File: src/rtl/dmem_arb_pkg.sv
// -----------------------------------------------------------------------------
// dmem_arb_pkg
// Shared types and constants for the data-memory arbiter that places the CPU
// load/store unit (M0) and the debug/program-load DMA (M1) on the single
// memory_system data port.
//   arb_state_t : arbiter FSM state, which records the last owner
//   rsp_tag_t   : one-deep response tag captured at grant time
//   BE_WIDTH    : byte-enable width for the default data width
// -----------------------------------------------------------------------------
package dmem_arb_pkg;

  localparam int ADDR_WIDTH = 32;
  localparam int DATA_WIDTH = 32;
  localparam int BE_WIDTH   = DATA_WIDTH / 8;

  typedef enum logic [1:0] {
    ARB_IDLE   = 2'd0,
    ARB_OWN_M0 = 2'd1,
    ARB_OWN_M1 = 2'd2
  } arb_state_t;

  // owner: 0 = M0, 1 = M1. is_write selects a zero response payload.
  typedef struct packed {
    logic valid;
    logic owner;
    logic is_write;
  } rsp_tag_t;

endpackage

File: src/rtl/dmem_arbiter_if.sv
// -----------------------------------------------------------------------------
// dmem_arbiter_if
// Bundles both requester ports and the memory-side port of the arbiter.
//   mN_req/addr/we/wdata/be : request from requester N, held until mN_gnt
//   mN_gnt                  : request accepted this cycle
//   mN_rvalid/mN_rdata      : response one cycle after the grant
//   mem_addr/wdata/read/write/be : command to memory_system dmem_*
//   mem_rdata/mem_ready     : read data (registered in memory) and ready
// Modports:
//   slave  : the arbiter's view (accepts requests, drives memory)
//   master : the environment's view (requesters plus memory)
// -----------------------------------------------------------------------------
interface dmem_arbiter_if
  import dmem_arb_pkg::*;
#(
  parameter int AW = ADDR_WIDTH,
  parameter int DW = DATA_WIDTH
) ();

  localparam int BW = DW / 8;

  logic          m0_req;
  logic [AW-1:0] m0_addr;
  logic          m0_we;
  logic [DW-1:0] m0_wdata;
  logic [BW-1:0] m0_be;
  logic          m0_gnt;
  logic          m0_rvalid;
  logic [DW-1:0] m0_rdata;

  logic          m1_req;
  logic [AW-1:0] m1_addr;
  logic          m1_we;
  logic [DW-1:0] m1_wdata;
  logic [BW-1:0] m1_be;
  logic          m1_gnt;
  logic          m1_rvalid;
  logic [DW-1:0] m1_rdata;

  logic [AW-1:0] mem_addr;
  logic [DW-1:0] mem_wdata;
  logic          mem_read;
  logic          mem_write;
  logic [BW-1:0] mem_be;
  logic [DW-1:0] mem_rdata;
  logic          mem_ready;

  modport slave (
    input  m0_req, m0_addr, m0_we, m0_wdata, m0_be,
    output m0_gnt, m0_rvalid, m0_rdata,
    input  m1_req, m1_addr, m1_we, m1_wdata, m1_be,
    output m1_gnt, m1_rvalid, m1_rdata,
    output mem_addr, mem_wdata, mem_read, mem_write, mem_be,
    input  mem_rdata, mem_ready
  );

  modport master (
    output m0_req, m0_addr, m0_we, m0_wdata, m0_be,
    input  m0_gnt, m0_rvalid, m0_rdata,
    output m1_req, m1_addr, m1_we, m1_wdata, m1_be,
    input  m1_gnt, m1_rvalid, m1_rdata,
    input  mem_addr, mem_wdata, mem_read, mem_write, mem_be,
    output mem_rdata, mem_ready
  );

endinterface

File: src/rtl/dmem_arb_fsm.sv
// -----------------------------------------------------------------------------
// dmem_arb_fsm
// Owner-tracking arbitration FSM with a burst cap. Remembers the last owner
// and how many consecutive grants it has received; once that count reaches
// MAX_BURST while the other requester waits, ownership is handed over.
//   clk, rst_n       : clock, asynchronous active-low reset
//   req0_i, req1_i   : requests from M0 / M1
//   ready_i          : memory ready; low freezes the FSM and blocks grants
//   gnt0_o, gnt1_o   : combinational grants, at most one per cycle
// -----------------------------------------------------------------------------
module dmem_arb_fsm
  import dmem_arb_pkg::*;
#(
  parameter int MAX_BURST = 4,
  parameter int M0_PRIO   = 1
) (
  input  logic clk,
  input  logic rst_n,
  input  logic req0_i,
  input  logic req1_i,
  input  logic ready_i,
  output logic gnt0_o,
  output logic gnt1_o
);

  localparam int               CNT_W   = $clog2(MAX_BURST + 1);
  localparam logic [CNT_W-1:0] CNT_MAX = CNT_W'(MAX_BURST);
  localparam logic [CNT_W-1:0] CNT_ONE = CNT_W'(1);
  localparam bit               PRIO_M0 = (M0_PRIO != 0);

  arb_state_t       state_q, state_d;
  logic [CNT_W-1:0] cnt_q, cnt_d;
  logic             grant0, grant1;
  logic             arbEnable;

  // Grants are also held off while reset is asserted, so a requester that is
  // already driving req is never acknowledged without a response to follow.
  assign arbEnable = ready_i & rst_n;

  // State and burst-count register.
  always_ff @(posedge clk or negedge rst_n) begin
    if (!rst_n) begin
      state_q <= ARB_IDLE;
      cnt_q   <= '0;
    end else begin
      state_q <= state_d;
      cnt_q   <= cnt_d;
    end
  end

  // Grant selection and next state. The owner keeps the port while the other
  // side is idle or its burst budget is not spent; otherwise a waiting
  // requester takes over. The count saturates at MAX_BURST so an
  // uncontested owner keeps being granted.
  always_comb begin
    state_d = state_q;
    cnt_d   = cnt_q;
    grant0  = 1'b0;
    grant1  = 1'b0;

    if (arbEnable) begin
      case (state_q)
        ARB_IDLE: begin
          if (req0_i && (!req1_i || PRIO_M0)) begin
            grant0 = 1'b1;
          end else if (req1_i) begin
            grant1 = 1'b1;
          end
        end
        ARB_OWN_M0: begin
          if (req0_i && (!req1_i || (cnt_q < CNT_MAX))) begin
            grant0 = 1'b1;
          end else if (req1_i) begin
            grant1 = 1'b1;
          end
        end
        ARB_OWN_M1: begin
          if (req1_i && (!req0_i || (cnt_q < CNT_MAX))) begin
            grant1 = 1'b1;
          end else if (req0_i) begin
            grant0 = 1'b1;
          end
        end
        default: begin
        end
      endcase

      if (grant0) begin
        state_d = ARB_OWN_M0;
        if (state_q == ARB_OWN_M0) begin
          cnt_d = (cnt_q == CNT_MAX) ? cnt_q : cnt_q + CNT_ONE;
        end else begin
          cnt_d = CNT_ONE;
        end
      end else if (grant1) begin
        state_d = ARB_OWN_M1;
        if (state_q == ARB_OWN_M1) begin
          cnt_d = (cnt_q == CNT_MAX) ? cnt_q : cnt_q + CNT_ONE;
        end else begin
          cnt_d = CNT_ONE;
        end
      end else begin
        // No request (or an illegal encoding): release ownership.
        state_d = ARB_IDLE;
        cnt_d   = '0;
      end
    end
  end

  assign gnt0_o = grant0;
  assign gnt1_o = grant1;

endmodule

File: src/rtl/dmem_arbiter.sv
// -----------------------------------------------------------------------------
// dmem_arbiter
// Shares the memory_system data port between the CPU load/store unit (M0) and
// the debug/program-load DMA (M1). Grants are combinational; the granted
// master's payload is forwarded unchanged to memory, and a one-deep response
// tag routes the 1-cycle-latency read data back to the issuer.
//   clk, rst_n             : clock, asynchronous active-low reset
//   bus (slave modport)    : both requester ports plus the memory port
//   gnt_count0, gnt_count1 : free-running grant counters (debug, wrap)
// -----------------------------------------------------------------------------
module dmem_arbiter #(
  parameter int ADDR_WIDTH = 32,
  parameter int DATA_WIDTH = 32,
  parameter int MAX_BURST  = 4,
  parameter int M0_PRIO    = 1
) (
  input  logic          clk,
  input  logic          rst_n,
  dmem_arbiter_if.slave bus,
  output logic [31:0]   gnt_count0,
  output logic [31:0]   gnt_count1
);

  import dmem_arb_pkg::*;

  localparam int BEW = DATA_WIDTH / 8;

  logic                  gnt0, gnt1;
  logic [ADDR_WIDTH-1:0] memAddr;
  logic [DATA_WIDTH-1:0] memWdata;
  logic [BEW-1:0]        memBe;
  logic                  memRead, memWrite;
  rsp_tag_t              rspTag_q, rspTag_d;
  logic [31:0]           gntCount0_q, gntCount1_q;
  logic                  rsp0, rsp1;

  dmem_arb_fsm #(
    .MAX_BURST (MAX_BURST),
    .M0_PRIO   (M0_PRIO)
  ) u_fsm (
    .clk     (clk),
    .rst_n   (rst_n),
    .req0_i  (bus.m0_req),
    .req1_i  (bus.m1_req),
    .ready_i (bus.mem_ready),
    .gnt0_o  (gnt0),
    .gnt1_o  (gnt1)
  );

  // Payload mux: the memory port sees the granted master's command, and an
  // all-zero idle command otherwise so nothing stale reaches memory.
  always_comb begin
    memAddr  = '0;
    memWdata = '0;
    memBe    = '0;
    memRead  = 1'b0;
    memWrite = 1'b0;
    if (gnt0) begin
      memAddr  = bus.m0_addr;
      memWdata = bus.m0_wdata;
      memBe    = bus.m0_be;
      memRead  = ~bus.m0_we;
      memWrite = bus.m0_we;
    end else if (gnt1) begin
      memAddr  = bus.m1_addr;
      memWdata = bus.m1_wdata;
      memBe    = bus.m1_be;
      memRead  = ~bus.m1_we;
      memWrite = bus.m1_we;
    end
  end

  assign bus.m0_gnt    = gnt0;
  assign bus.m1_gnt    = gnt1;
  assign bus.mem_addr  = memAddr;
  assign bus.mem_wdata = memWdata;
  assign bus.mem_be    = memBe;
  assign bus.mem_read  = memRead;
  assign bus.mem_write = memWrite;

  // Response tag for the access issued this cycle. Memory answers exactly one
  // cycle later, so a single entry sustains one response per cycle.
  always_comb begin
    rspTag_d = '0;
    if (gnt0 | gnt1) begin
      rspTag_d.valid    = 1'b1;
      rspTag_d.owner    = gnt1;
      rspTag_d.is_write = memWrite;
    end
  end

  // Response tag and grant counters; reset drops any in-flight response.
  always_ff @(posedge clk or negedge rst_n) begin
    if (!rst_n) begin
      rspTag_q    <= '0;
      gntCount0_q <= '0;
      gntCount1_q <= '0;
    end else begin
      rspTag_q <= rspTag_d;
      if (gnt0) begin
        gntCount0_q <= gntCount0_q + 32'd1;
      end
      if (gnt1) begin
        gntCount1_q <= gntCount1_q + 32'd1;
      end
    end
  end

  // Route the response to its issuer; writes return a zero payload.
  assign rsp0 = rspTag_q.valid & ~rspTag_q.owner;
  assign rsp1 = rspTag_q.valid & rspTag_q.owner;

  assign bus.m0_rvalid = rsp0;
  assign bus.m1_rvalid = rsp1;
  assign bus.m0_rdata  = (rsp0 && !rspTag_q.is_write) ? bus.mem_rdata : '0;
  assign bus.m1_rdata  = (rsp1 && !rspTag_q.is_write) ? bus.mem_rdata : '0;

  assign gnt_count0 = gntCount0_q;
  assign gnt_count1 = gntCount1_q;

endmodule

File: src/flat_wrapper.sv
// flat-port wrapper written by rule: the top's interface ports become plain ports
module dmem_arbiter_flat import dmem_arb_pkg::*;
#(
  parameter int ADDR_WIDTH = 32,
  parameter int DATA_WIDTH = 32,
  parameter int MAX_BURST  = 4,
  parameter int M0_PRIO    = 1
)
  (clk, rst_n, gnt_count0, gnt_count1, bus_m0_req, bus_m0_addr, bus_m0_we, bus_m0_wdata, bus_m0_be, bus_m0_gnt, bus_m0_rvalid, bus_m0_rdata, bus_m1_req, bus_m1_addr, bus_m1_we, bus_m1_wdata, bus_m1_be, bus_m1_gnt, bus_m1_rvalid, bus_m1_rdata, bus_mem_addr, bus_mem_wdata, bus_mem_read, bus_mem_write, bus_mem_be, bus_mem_rdata, bus_mem_ready);
  dmem_arbiter_if #(.AW(32), .DW(32)) bus_i ();
  input  logic clk;
  input  logic rst_n;
  output logic [31:0] gnt_count0;
  output logic [31:0] gnt_count1;
  input wire logic [$bits(bus_i.m0_req)-1:0] bus_m0_req;
  input wire logic [$bits(bus_i.m0_addr)-1:0] bus_m0_addr;
  input wire logic [$bits(bus_i.m0_we)-1:0] bus_m0_we;
  input wire logic [$bits(bus_i.m0_wdata)-1:0] bus_m0_wdata;
  input wire logic [$bits(bus_i.m0_be)-1:0] bus_m0_be;
  output wire logic [$bits(bus_i.m0_gnt)-1:0] bus_m0_gnt;
  output wire logic [$bits(bus_i.m0_rvalid)-1:0] bus_m0_rvalid;
  output wire logic [$bits(bus_i.m0_rdata)-1:0] bus_m0_rdata;
  input wire logic [$bits(bus_i.m1_req)-1:0] bus_m1_req;
  input wire logic [$bits(bus_i.m1_addr)-1:0] bus_m1_addr;
  input wire logic [$bits(bus_i.m1_we)-1:0] bus_m1_we;
  input wire logic [$bits(bus_i.m1_wdata)-1:0] bus_m1_wdata;
  input wire logic [$bits(bus_i.m1_be)-1:0] bus_m1_be;
  output wire logic [$bits(bus_i.m1_gnt)-1:0] bus_m1_gnt;
  output wire logic [$bits(bus_i.m1_rvalid)-1:0] bus_m1_rvalid;
  output wire logic [$bits(bus_i.m1_rdata)-1:0] bus_m1_rdata;
  output wire logic [$bits(bus_i.mem_addr)-1:0] bus_mem_addr;
  output wire logic [$bits(bus_i.mem_wdata)-1:0] bus_mem_wdata;
  output wire logic [$bits(bus_i.mem_read)-1:0] bus_mem_read;
  output wire logic [$bits(bus_i.mem_write)-1:0] bus_mem_write;
  output wire logic [$bits(bus_i.mem_be)-1:0] bus_mem_be;
  input wire logic [$bits(bus_i.mem_rdata)-1:0] bus_mem_rdata;
  input wire logic [$bits(bus_i.mem_ready)-1:0] bus_mem_ready;
  assign bus_i.m0_req = bus_m0_req;
  assign bus_i.m0_addr = bus_m0_addr;
  assign bus_i.m0_we = bus_m0_we;
  assign bus_i.m0_wdata = bus_m0_wdata;
  assign bus_i.m0_be = bus_m0_be;
  assign bus_m0_gnt = bus_i.m0_gnt;
  assign bus_m0_rvalid = bus_i.m0_rvalid;
  assign bus_m0_rdata = bus_i.m0_rdata;
  assign bus_i.m1_req = bus_m1_req;
  assign bus_i.m1_addr = bus_m1_addr;
  assign bus_i.m1_we = bus_m1_we;
  assign bus_i.m1_wdata = bus_m1_wdata;
  assign bus_i.m1_be = bus_m1_be;
  assign bus_m1_gnt = bus_i.m1_gnt;
  assign bus_m1_rvalid = bus_i.m1_rvalid;
  assign bus_m1_rdata = bus_i.m1_rdata;
  assign bus_mem_addr = bus_i.mem_addr;
  assign bus_mem_wdata = bus_i.mem_wdata;
  assign bus_mem_read = bus_i.mem_read;
  assign bus_mem_write = bus_i.mem_write;
  assign bus_mem_be = bus_i.mem_be;
  assign bus_i.mem_rdata = bus_mem_rdata;
  assign bus_i.mem_ready = bus_mem_ready;
  dmem_arbiter #(.ADDR_WIDTH(ADDR_WIDTH), .DATA_WIDTH(DATA_WIDTH), .MAX_BURST(MAX_BURST), .M0_PRIO(M0_PRIO)) u_core (.clk(clk), .rst_n(rst_n), .bus(bus_i), .gnt_count0(gnt_count0), .gnt_count1(gnt_count1));
endmodule
File: config.mk
export PLATFORM = sky130hd
export DESIGN_NAME = dmem_arbiter_flat
export DESIGN_NICKNAME = d
export VERILOG_FILES = /design/src/rtl/dmem_arb_pkg.sv /design/src/rtl/dmem_arbiter_if.sv /design/src/rtl/dmem_arb_fsm.sv /design/src/rtl/dmem_arbiter.sv /design/src/flat_wrapper.sv
export SDC_FILE = /design/constraint.sdc
export NUM_CORES = 1
export LEC_CHECK = 0
export BUFFER_PORTS_ARGS = -buffer_cell sky130_fd_sc_hd__buf_2
export CAP_MARGIN = 30
export CORE_AREA = 2 2 147 149
export CTS_BUF_LIST = sky130_fd_sc_hd__clkbuf_2
export DETAILED_ROUTE_END_ITERATION = 8
export DIE_AREA = 0 0 149 151
export PLACE_DENSITY = 0.5
export SLEW_MARGIN = 10
export SYNTH_ARGS = -nofsm -noshare
export SYNTH_HDL_FRONTEND = slang
export SYNTH_HIERARCHICAL = 1
export SYNTH_SLANG_ARGS = --single-unit
File: constraint.sdc
create_clock -name clk -period 3.1 [get_ports clk]
set_input_delay 0.62 -clock clk [delete_from_list [all_inputs] [get_ports clk]]
set_output_delay 0.62 -clock clk [all_outputs]
set_load 0.01 [all_outputs]
==> metrics <==
status=complete, no violations; core box area=0.0208 sq mm; Synth area leader=dfrtp_1; Routed wire per std cell=19.5 um; P&R area growth vs syn=57.0%; initial antenna violation count=5; CP Capture Type=output pin; worst slew pin tran=0.832 ns; pwr/cell area=316 mW/mm^2; total die area=0.0225 sq mm; initial core utilization=21.7%; clk root buf=clkbuf_2; Worst Setup Start Kind=register; pin count of the biggest net entering global routing=58; Worst Skew=0.0350 ns; Post-Syn Nets=643; layout cells sized above 1=50.8%; CTS tree=done; dpl hpwl=17.4 mm; fin crit period=2.96 ns; DRT Wirelength=22.0 mm; synthesis warning total=6; WHS=0.302 ns; total track usage=17.6%; Crit path arrival time=2.34 ns; Avg Cell Area, Syn=9.74 sq um; first-pass GRT wire length=29.6 mm; Overall Power=2.24 mW; H-tree Lvls=3; Setup Viol. Count Final=0; Remaining DRCs=0; Leakage=4.05 nW; Yosys reg bits=72; # clock sinks=72; most common cell in the netlist=dfrtp_1; CTS max path bufs=2; Max Slew Vio Count=0; fillcell total=2193; Die Height=151 um; Setup CP Type=reg2out; type of the tightest min-delay check=in2reg; critical path peak fanout=8; peak supply drop=0.157 mV; Max Clock Freq=0.338 GHz; First-pass DRT Iterations=4; Synth top cells by count=dfrtp_1, and2_1, a22o_1, xnor2_1; RSZ-0062 raised after global routing=true; GPL Wtd Cong=0.830; CTS Buf Count=9; Worst EP required=2.48 ns; FFs w/ async S/R, synth=100%; antenna-violating nets left=0; worst-skew pair later-pin latency=0.51 ns; initial drt markers=140; number of global-route vias before repair=4911; grt ovf=0; Reg clk slew, reported paths=0.22 ns; Post-Syn Instances=464; row count=53; Hold Violations, Final=0; Max-Cap Viols=0; Port Buf Inserts=376; final core occ=34.1%; vias per cell=4.57; sequential element share of the synthesized area=39.9%; die width=149 um; crit share post-route=95.5%; Yosys top cell area share=39.9%; slew margin rel.=44.5%; Final nets=1025; DR vias=5158; Area contributors post-synth=dfrtp_1, a22o_1, and2_1, xnor2_1, xor2_1; io pins=377; count of cell types in the netlist=43; setup tns final=0 ns; Top FF cell, synth=dfrtp_1; EDFF count, synth=0; Post-Syn Area=0.00452 sq mm
[kinds of logic after synthesis]
logic type	count (synthesis)	synth area share [%]
flip-flops	72	39.9
XOR/XNOR	62	12.0
AO/OA/AOI/OAI	85	15.5
AND/OR/NAND/NOR	203	27.8
adder cells (fa/ha/maj)	4	1.11
multiplexers	3	0.720
buffers and inverters	35	2.99
[where the power goes]
| part | switching, mW | total, mW | internal (mW) |
|---|---|---|---|
| clock network | 0.339 | 0.450 | 0.111 |
| logic | 0.348 | 0.678 | 0.329 |
| registers | 0.111 | 1.12 | 1.00 |
| total | 0.799 | 2.24 | 1.44 |
[area by class of cell]
cell class	count	area (sq um)	share of cell area [%]
flip-flops and latches	72	1800	25.4
well taps	275	344	4.85
clock buffers	12	60.1	0.846
multi-input cells	357	2620	36.9
clock inverters	4	21.3	0.300
inverters	6	22.5	0.317
diodes	3	7.51	0.106
repair buffers	400	2220	31.3
[metal layers]
layer | vias up | global-route usage, % | wire length [um]
met1 | 2417 | 18.1 | 7670
met3 | 31 | 4.25 | 1750
met2 | 270 | 33.9 | 11800
li1 | 2436 | - | -
met4 | 4 | 7.71 | 765
met5 | - | 0 | 27
[what timing repair did]
action / CTS / global route
hold endpoints to repair: 3 / 0
endpoints found under the setup margin: 62 / 67
gates resized for setup: 4 / 10
hold buffers: 1 / 0
gates cloned: 1 / 7
setup buffers: 1 / 4
[worst max-delay path: stages, from the launching register on]
cell and delay [ns]:
dfrtp_2 0.49, mux2i_4 0.19, o211a_1 0.23, nor2b_4 0.15, nor2b_4 0.17, buf_12 0.17
buf_6 0.15, a22o_1 0.14, buf_2 0.13
[cells in the final DEF, fill, tap and decap left out, drive strengths merged, types with 3 or more instances in the layout]
cell type / n
a22o: 69
and2: 73
and3: 13
and4: 9
buf: 396
clkbuf: 15
clkinv: 3
dfrtp: 72
diode: 3
ha: 4
inv: 6
nand2: 27
nand3: 27
nand4: 23
nor2: 5
nor2b: 5
nor3: 7
nor4: 5
o21ai: 8
xnor2: 46
xor2: 16
[worst paths after layout]
check                      depth (start not counted)                         startpoint                                 to  slack, ns
setup / recovery                                   8  u_core/u_fsm/cnt_q[2]$_DFFE_PN0P_                   bus_mem_addr[18]       0.14
hold / removal                                     2                      bus_mem_ready  u_core/u_fsm/cnt_q[2]$_DFFE_PN0P_       0.30
setup reg to reg                                   8  u_core/u_fsm/cnt_q[2]$_DFFE_PN0P_  u_core/gnt_count0[25]$_DFFE_PN0P_       0.66
hold reg to reg                                    1  u_core/gnt_count0[31]$_DFFE_PN0P_  u_core/gnt_count0[31]$_DFFE_PN0P_       0.50
max in group asynchronous                          4                              rst_n   u_core/gnt_count0[1]$_DFFE_PN0P_       1.90
min in group asynchronous                          3                              rst_n   u_core/gnt_count1[9]$_DFFE_PN0P_       0.60
[state kept, by name (all words and copies together), names as in the netlist]
name,flops
u_core/gnt_count0,32
u_core/gnt_count1,32
u_core/rspTag_q,3
u_core/u_fsm/state_q,2
u_core/u_fsm/cnt_q,3
[metrics by stage]
| step | instances | instance area [sq um] | setup slack, ns |
|---|---|---|---|
| floorplan | 464 | 4520 | 0.396 |
| global placement | 1095 | 6730 | 0.420 |
| detailed placement | 1096 | 6750 | 0.374 |
| CTS | 1115 | 6890 | 0.0192 |
| global route | 1127 | 7090 | -0.0346 |
| finish | 1129 | 7100 | 0.138 |
Note: power is estimated with default switching activity, not from simulation.
